==> src/rtl/vga_pkg.sv <==
// vga_pkg: default 640x480@60 timing constants and colour width shared by the sync generator and text stage
package vga_pkg;
  localparam int H_DISPLAY_DEF = 640;
  localparam int H_FP_DEF      = 16;
  localparam int H_SYNC_DEF    = 96;
  localparam int H_BP_DEF      = 48;
  localparam int V_DISPLAY_DEF = 480;
  localparam int V_FP_DEF      = 10;
  localparam int V_SYNC_DEF    = 2;
  localparam int V_BP_DEF      = 33;
  localparam int RGB_W         = 3;
endpackage

==> src/rtl/vga_pix_tick.sv <==
// vga_pix_tick: one-clk pixel strobe every TICK_DIV system clocks, first strobe on the TICK_DIV-th edge after reset
module vga_pix_tick #(
  parameter int TICK_DIV = 2
) (
  input  logic clk,
  input  logic reset_n,
  output logic p_tick
);
  localparam logic [3:0] LAST = 4'(TICK_DIV - 1);
  logic [3:0] cnt;
  // Free-running divider; the strobe is registered so it rises on the edge that completes a pixel period
  always_ff @(posedge clk or negedge reset_n)
    if (!reset_n) begin
      cnt    <= '0;
      p_tick <= 1'b0;
    end else begin
      cnt    <= (cnt == LAST) ? 4'd0 : cnt + 4'd1;
      p_tick <= (cnt == LAST);
    end
endmodule

==> src/rtl/vga_sync_gen.sv <==
// vga_sync_gen: VGA counters, registered active-low syncs and blanked colour; optional frame counter via VGA_SYNC_FRAME_CNT_EN
module vga_sync_gen
  import vga_pkg::*;
#(
  parameter int H_DISPLAY = H_DISPLAY_DEF,
  parameter int H_FP      = H_FP_DEF,
  parameter int H_SYNC    = H_SYNC_DEF,
  parameter int H_BP      = H_BP_DEF,
  parameter int V_DISPLAY = V_DISPLAY_DEF,
  parameter int V_FP      = V_FP_DEF,
  parameter int V_SYNC    = V_SYNC_DEF,
  parameter int V_BP      = V_BP_DEF,
  parameter int TICK_DIV  = 2
) (
  input  logic             clk,
  input  logic             reset_n,
  input  logic [RGB_W-1:0] rgb_in,
  output logic             p_tick,
  output logic [9:0]       pixel_x,
  output logic [9:0]       pixel_y,
  output logic             video_on,
  output logic             hsync,
  output logic             vsync,
  output logic [RGB_W-1:0] rgb
`ifdef VGA_SYNC_FRAME_CNT_EN
  ,
  output logic [7:0]       frame_cnt
`endif
);
  localparam logic [9:0] H_VIS    = 10'(H_DISPLAY);
  localparam logic [9:0] V_VIS    = 10'(V_DISPLAY);
  localparam logic [9:0] H_LAST   = 10'(H_DISPLAY + H_FP + H_SYNC + H_BP - 1);
  localparam logic [9:0] V_LAST   = 10'(V_DISPLAY + V_FP + V_SYNC + V_BP - 1);
  localparam logic [9:0] HS_START = 10'(H_DISPLAY + H_FP);
  localparam logic [9:0] HS_END   = 10'(H_DISPLAY + H_FP + H_SYNC - 1);
  localparam logic [9:0] VS_START = 10'(V_DISPLAY + V_FP);
  localparam logic [9:0] VS_END   = 10'(V_DISPLAY + V_FP + V_SYNC - 1);
  logic x_last, y_last, hs_next, vs_next;
  vga_pix_tick #(.TICK_DIV(TICK_DIV)) u_tick (
    .clk     (clk),
    .reset_n (reset_n),
    .p_tick  (p_tick)
  );
  // Visible-area decode and next sync levels from the current counter position
  always_comb begin
    video_on = (pixel_x < H_VIS) && (pixel_y < V_VIS);
    x_last   = (pixel_x == H_LAST);
    y_last   = (pixel_y == V_LAST);
    hs_next  = !((pixel_x >= HS_START) && (pixel_x <= HS_END));
    vs_next  = !((pixel_y >= VS_START) && (pixel_y <= VS_END));
  end
  // Pixel and line counters advance only on the pixel strobe
  always_ff @(posedge clk or negedge reset_n)
    if (!reset_n) begin
      pixel_x <= '0;
      pixel_y <= '0;
    end else if (p_tick) begin
      pixel_x <= x_last ? 10'd0 : pixel_x + 10'd1;
      if (x_last) pixel_y <= y_last ? 10'd0 : pixel_y + 10'd1;
    end
  // Syncs and colour registered together so they reach the DAC one pixel behind the counters
  always_ff @(posedge clk or negedge reset_n)
    if (!reset_n) begin
      hsync <= 1'b1;
      vsync <= 1'b1;
      rgb   <= '0;
    end else if (p_tick) begin
      hsync <= hs_next;
      vsync <= vs_next;
      rgb   <= video_on ? rgb_in : '0;
    end
`ifdef VGA_SYNC_FRAME_CNT_EN
  // Frame counter bumps on the edge where the line counter wraps to 0
  always_ff @(posedge clk or negedge reset_n)
    if (!reset_n) frame_cnt <= '0;
    else if (p_tick && x_last && y_last) frame_cnt <= frame_cnt + 8'd1;
`endif
endmodule

==> config.mk <==
export PLATFORM = sky130hd
export DESIGN_NAME = vga_sync_gen
export DESIGN_NICKNAME = d
export VERILOG_FILES = /design/src/rtl/vga_pkg.sv /design/src/rtl/vga_pix_tick.sv /design/src/rtl/vga_sync_gen.sv
export SDC_FILE = /design/constraint.sdc
export NUM_CORES = 1
export LEC_CHECK = 0
export BUFFER_PORTS_ARGS = -buffer_cell sky130_fd_sc_hd__clkbuf_2
export CELL_PAD_IN_SITES_DETAIL_PLACEMENT = 1
export CELL_PAD_IN_SITES_GLOBAL_PLACEMENT = 1
export CORE_AREA = 2 2 64 66
export DETAILED_ROUTE_END_ITERATION = 7
export DIE_AREA = 0 0 66 68
export GPL_TIMING_DRIVEN = 0
export PLACE_DENSITY = 0.84
export SLEW_MARGIN = 0
export SYNTH_ARGS = -nofsm -noshare
export SYNTH_HDL_FRONTEND = slang
export SYNTH_HIERARCHICAL = 1
export SYNTH_SLANG_ARGS = --single-unit
==> constraint.sdc <==
create_clock -name clk -period 1.6 [get_ports clk]
set_input_delay 0.4 -clock clk [delete_from_list [all_inputs] [get_ports clk]]
set_output_delay 0.4 -clock clk [all_outputs]
set_load 0.02 [all_outputs]
# ---- Word level (Yosys, flattened, before mapping)
# Index checks and enable logic that the tools add are counted.
dict set report op_classes {
  n_addsub 3
  n_mul 0
  div_mod_pow 0
  magnitude_cmp 6
  n_eq_ne 3
  n_shift 0
  mux 4
  n_bitwise 0
  n_reduce_logical 6
}
# cell n
set ops {}
lappend ops {{$add A10 B1 Y10 const B} 2}
lappend ops {{$eq A10 B10 Y1 const B} 2}
lappend ops {{$mux W10} 2}
lappend ops {{$ge A10 B10 Y1 const B} 1}
lappend ops {{$ge A10 B9 Y1 const B} 1}
lappend ops {{$le A10 B10 Y1 const B} 1}
lappend ops {{$le A10 B9 Y1 const B} 1}
lappend ops {{$lt A10 B10 Y1 const B} 1}
lappend ops {{$lt A10 B9 Y1 const B} 1}
lappend ops {{$add A4 B1 Y4 const B} 1}
lappend ops {{$eq A4 B1 Y1 const B} 1}
lappend ops {{$mux W4} 1}
lappend ops {{$logic_and A1 B1 Y1} 3}
lappend ops {{$mux W3} 1}
lappend ops {{$logic_not A1 Y1} 2}
lappend ops {{$reduce_and A2 Y1} 1}
dict set report word_totals {
  reg_bits 30
  latchBits 0
  ram_bits 0
  rom_bits 0
  input_bits 5
  output_inout_bits 27
  wordCells 29
  memories 0
}

# ---- Logic depth before layout (Yosys ltp)
dict set report depth {
  depth_word 3
  depth_mapped 7
  ltp_nobuf 6
}

# ---- Cells and area by module
# The synthesis kept the hierarchy.
# mod instances cells_per_inst area_each_um2 seq_area_each_um2
set modules_own_cells {}
lappend modules_own_cells {vga_sync_gen 1 136 1317.5 628.1}
lappend modules_own_cells {vga_pix_tick 1 15 181.4 125.1}

# ---- Worst setup path before layout
# OpenSTA, ideal clock, no wires.
dict set report synth_path {
  path_kind {register -> register}
  start {reg pixel_x[0]}
  end {reg pixel_y[0]}
  setup_ns 0.127
  arrival_ns 1.484
  required_ns 1.473
  setup_slack_ns -0.011
  stages_incl_launch_ff 8
  path_buffers 2
  period_less_slack_ns 1.611
  path_cell_list {dfrtp_1 > ha_1 > and4_4 > buf_4 > and3_2 > clkbuf_2 > nand3_1 > o21ai_0}
}
dict set report synth_via {
  elab_chain_cells 2
}
# element line_no
set synth_lines {}
lappend synth_lines {{start, declared} vga_sync_gen.sv:19} ;# output logic [9:0] pixel_x,
lappend synth_lines {{start signal, assigned} vga_sync_gen.sv:58} ;# pixel_x <= x_last ? 10'd0 : pixel_x + 10'd1;
lappend synth_lines {{$eq A10 B10 Y1} vga_sync_gen.sv:47} ;# x_last = (pixel_x == H_LAST);
lappend synth_lines {{$reduce_and A2 Y1 (no source line)} --}
lappend synth_lines {{end signal, assigned} vga_sync_gen.sv:59} ;# if (x_last) pixel_y <= y_last ? 10'd0 : pixel_y + 10'd1;
lappend synth_lines {{end, declared} vga_sync_gen.sv:20} ;# output logic [9:0] pixel_y,
# Every way passes these cells.
# A chain may end at the register's enable or synchronous reset.

# ---- Worst setup path after layout
dict set report layout_path {
  start {reg pixel_y[8]}
  end {out video_on}
}
dict set report layout_via {
  elab_chain_cells 2
}
# element line_no
set layout_lines {}
lappend layout_lines {{$lt A10 B9 Y1} vga_sync_gen.sv:46} ;# video_on = (pixel_x < H_VIS) && (pixel_y < V_VIS);
lappend layout_lines {{$logic_and A1 B1 Y1} vga_sync_gen.sv:46}
lappend layout_lines {{end, declared} vga_sync_gen.sv:21} ;# output logic video_on,
# Every way passes these cells.

==> summary.txt <==
Outcome -> complete, but fails checks
Violated checks -> negative setup slack
Shortest period the worst path allows -> 1.60 ns
Initial antenna violation count -> 0
Die Span X -> 66 µm
Vias in the first global route -> 1258
Ratio of cells with drive above 1 in the final layout -> 42.2%
ANT cells -> 0
Synth cell types -> 35
Post-placement cell area -> 0.00172 mm²
Post-layout instance area -> 0.00199 mm²
VDD IR-drop max -> 0.441 mV
Max-Cap Viols -> 0
Reg clk slew, reported paths -> 0.07 ns
Dpl hpwl -> 2570 µm
Largest net degree at the start of global routing -> 31
Final Core Density -> 51.6%
Core Box Area -> 0.00386 mm²
First-pass GRT wire length -> 6220 µm
DRC viols -> 0
Buffers on Ports -> 31
Power Dens Cells -> 720 mW/mm²
Num ports -> 32
Die Height -> 68 µm
Worst slew pin tran -> 0.780 ns
Inserted Clock Buffers -> 5
All-Layer GR Usage -> 18.6%
Warnings, synthesis -> 6
CP endpoint kind -> primary output
ANT nets after route -> 0
Setup Viol. Count Final -> 1
RSZ-0062 raised after global routing -> true
Final Max Slew Viols -> 0
GRT overflow -> 0
Hold buffers post-CTS -> 0
Crit path DAT -> 1.20 ns
Tcrit/Tclk final -> 100%
Avg WL per Cell -> 15.8 µm
Initial DRC count -> 42
Maximum clock rate -> 624 MHz
Syn Area/Cell -> 9.93 µm²
Initial Util -> 38.9%
Mapped Area -> 0.00150 mm²
Fin cells -> 254
Final Worst Setup Slack -> -0.00344 ns
Fill cells -> 460
Register area share after synthesis -> 50.3%
Crit Path Max Fanout -> 4
WHS -> 0.182 ns
Via Count -> 1311
Flops & latches, synth -> 30
Final Net Count -> 212
Placer Congestion -> 0.759
Routed WL -> 4020 µm
Die Footprint -> 0.00449 mm²
Max-slew headroom -> 48.0%
Worst Setup Start Kind -> flip-flop
WP data required -> 1.20 ns
Vias per cell -> 5.16
Most frequent cells in the layout -> clkbuf_2 (30), dfrtp_1 (19), buf_4 (16), nor2_1 (14), nand2_1 (12)
TritonCTS Sinks -> 30
CP Class -> reg2out
TritonCTS clock tree -> yes
Commonest non-fill, non-tap cell in the layout -> clkbuf_2
Worst-Skew Late Latency -> 0.29 ns
Clk buf depth -> 2
Hold Vio Cnt, Final -> 0
Leakage -> 0.976 nW
Synth-to-layout area growth -> 32.8%
Syn_nets -> 160
Hold Crit Class -> in2async
Row Count -> 23
Pre-antenna DRT Iters -> 4
Cells after DPL -> 232
Clock Skew -> 0.00590 ns
Synth Instances -> 151
Root Driver -> clkbuf_8
H-tree levels -> 2
[synthesized netlist by cell type]
master     n  area share [%]
dfrtp_1   28              47
and4_4     1            0.75
nand3b_1   1            0.50
clkbuf_1   2            0.50
nor4b_1    1            0.58
buf_4      1            0.50
nand4_1    7             2.9
ha_1       4             3.3
and4bb_1   1            0.83
or3_1      1            0.42
nor3b_1    1            0.50
and3_1     2            0.83
buf_6      1            0.75
xor2_1     9             5.3
a22o_2     1            0.67
nor3_1     5             1.7
o22ai_1    4             1.7
nor4_1     1            0.42
inv_1      9             2.3
nand4_4    1             1.4
and3b_2    1            0.67
a21oi_1    3             1.0
nand2_1   12             3.0
buf_2      2            0.67
a31oi_1    2            0.83
nand3_1   10             3.3
nor2_1    15             3.8
and4_1     1            0.58
nor2b_1    1            0.42
o21ai_0    6             2.0
nand2b_1   3             1.3
xnor2_1    7             4.1
dfstp_2    2             3.5
clkbuf_2   1            0.33
and3_2     4             2.0
[timing repair]
item,CTS,global route
setup buffers,7,9
endpoints found under the setup margin,12,9
pin swaps,2,6
resized for setup,8,18
[registers in the layout, indices dropped and copies added (netlist names)]
signal	flops
rgb	3
hsync	1
pixel_x	10
u_tick/p_tick	1
u_tick/cnt	4
pixel_y	10
vsync	1
[report_power, final]
| part | switching [mW] | internal, mW |
|---|---|---|
| Combinational | 0.0242 | 0.00805 |
| Clock | 0.291 | 0.347 |
| Sequential | 0.00196 | 0.763 |
| Total | 0.317 | 1.12 |
[worst max-delay path: stages, from the launching register on]
cell,delay (ns)
dfrtp_1,0.41
nand4_1,0.16
nand3b_1,0.16
inv_1,0.06
buf_6,0.13
[worst paths after layout]
check / from / end / slack (ns) / cells after the start
worst max-delay path: pixel_y[8] / video_on / -0.003 / 4
worst min-delay path: reset_n / pixel_y[8] / 0.18 / 1
worst max register to register: u_tick/p_tick / pixel_y[8] / 0.10 / 6
worst min register to register: u_tick/cnt[3] / u_tick/p_tick / 0.49 / 1
max in group asynchronous: reset_n / pixel_x[5] / 0.87 / 1
min in group clk: rgb_in[1] / rgb[1] / 0.34 / 3
[per-layer routing]
metal	GRT usage (%)	share of wire, %
met5	0	0
met4	7.65	2.6
met1	23.8	43
met3	4.93	2.9
met2	30.2	51
[logic make-up after synthesis]
| family | share of synthesized area (%) |
|---|---|
| AO/OA/AOI/OAI | 6.18 |
| flip-flops | 50.3 |
| adder cells (fa/ha/maj) | 3.34 |
| XOR/XNOR | 9.35 |
| buffers and inverters | 5.01 |
| AND/OR/NAND/NOR | 25.9 |
[through the flow]
stage / TNS [ns] / worst slack (ns) / total power [mW]
5_1_grt: -0.0754 / -0.0754 / 1.50
6_report: -0.00344 / -0.00344 / 1.43
2_1_floorplan: 0 / 0.00961 / 0.787
3_5_place_dp: -0.410 / -0.126 / 0.812
3_3_place_gp: -0.0750 / -0.0406 / 0.811
4_1_cts: -0.0762 / -0.0762 / 1.46
[final cells by class]
type                       count  area (µm²)  share of cell area (%)
tap                           50        62.6                    3.14
inverter                       9        33.8                    1.70
sequential                    30         764                    38.4
buffer                         5        38.8                    1.95
timing repair buffer          47         282                    14.1
clock inverter                 1        5.00                   0.251
multi-input combinational    105         718                    36.1
clock buffer                   7        86.3                    4.34
Note: power is estimated with default switching activity, not from simulation.
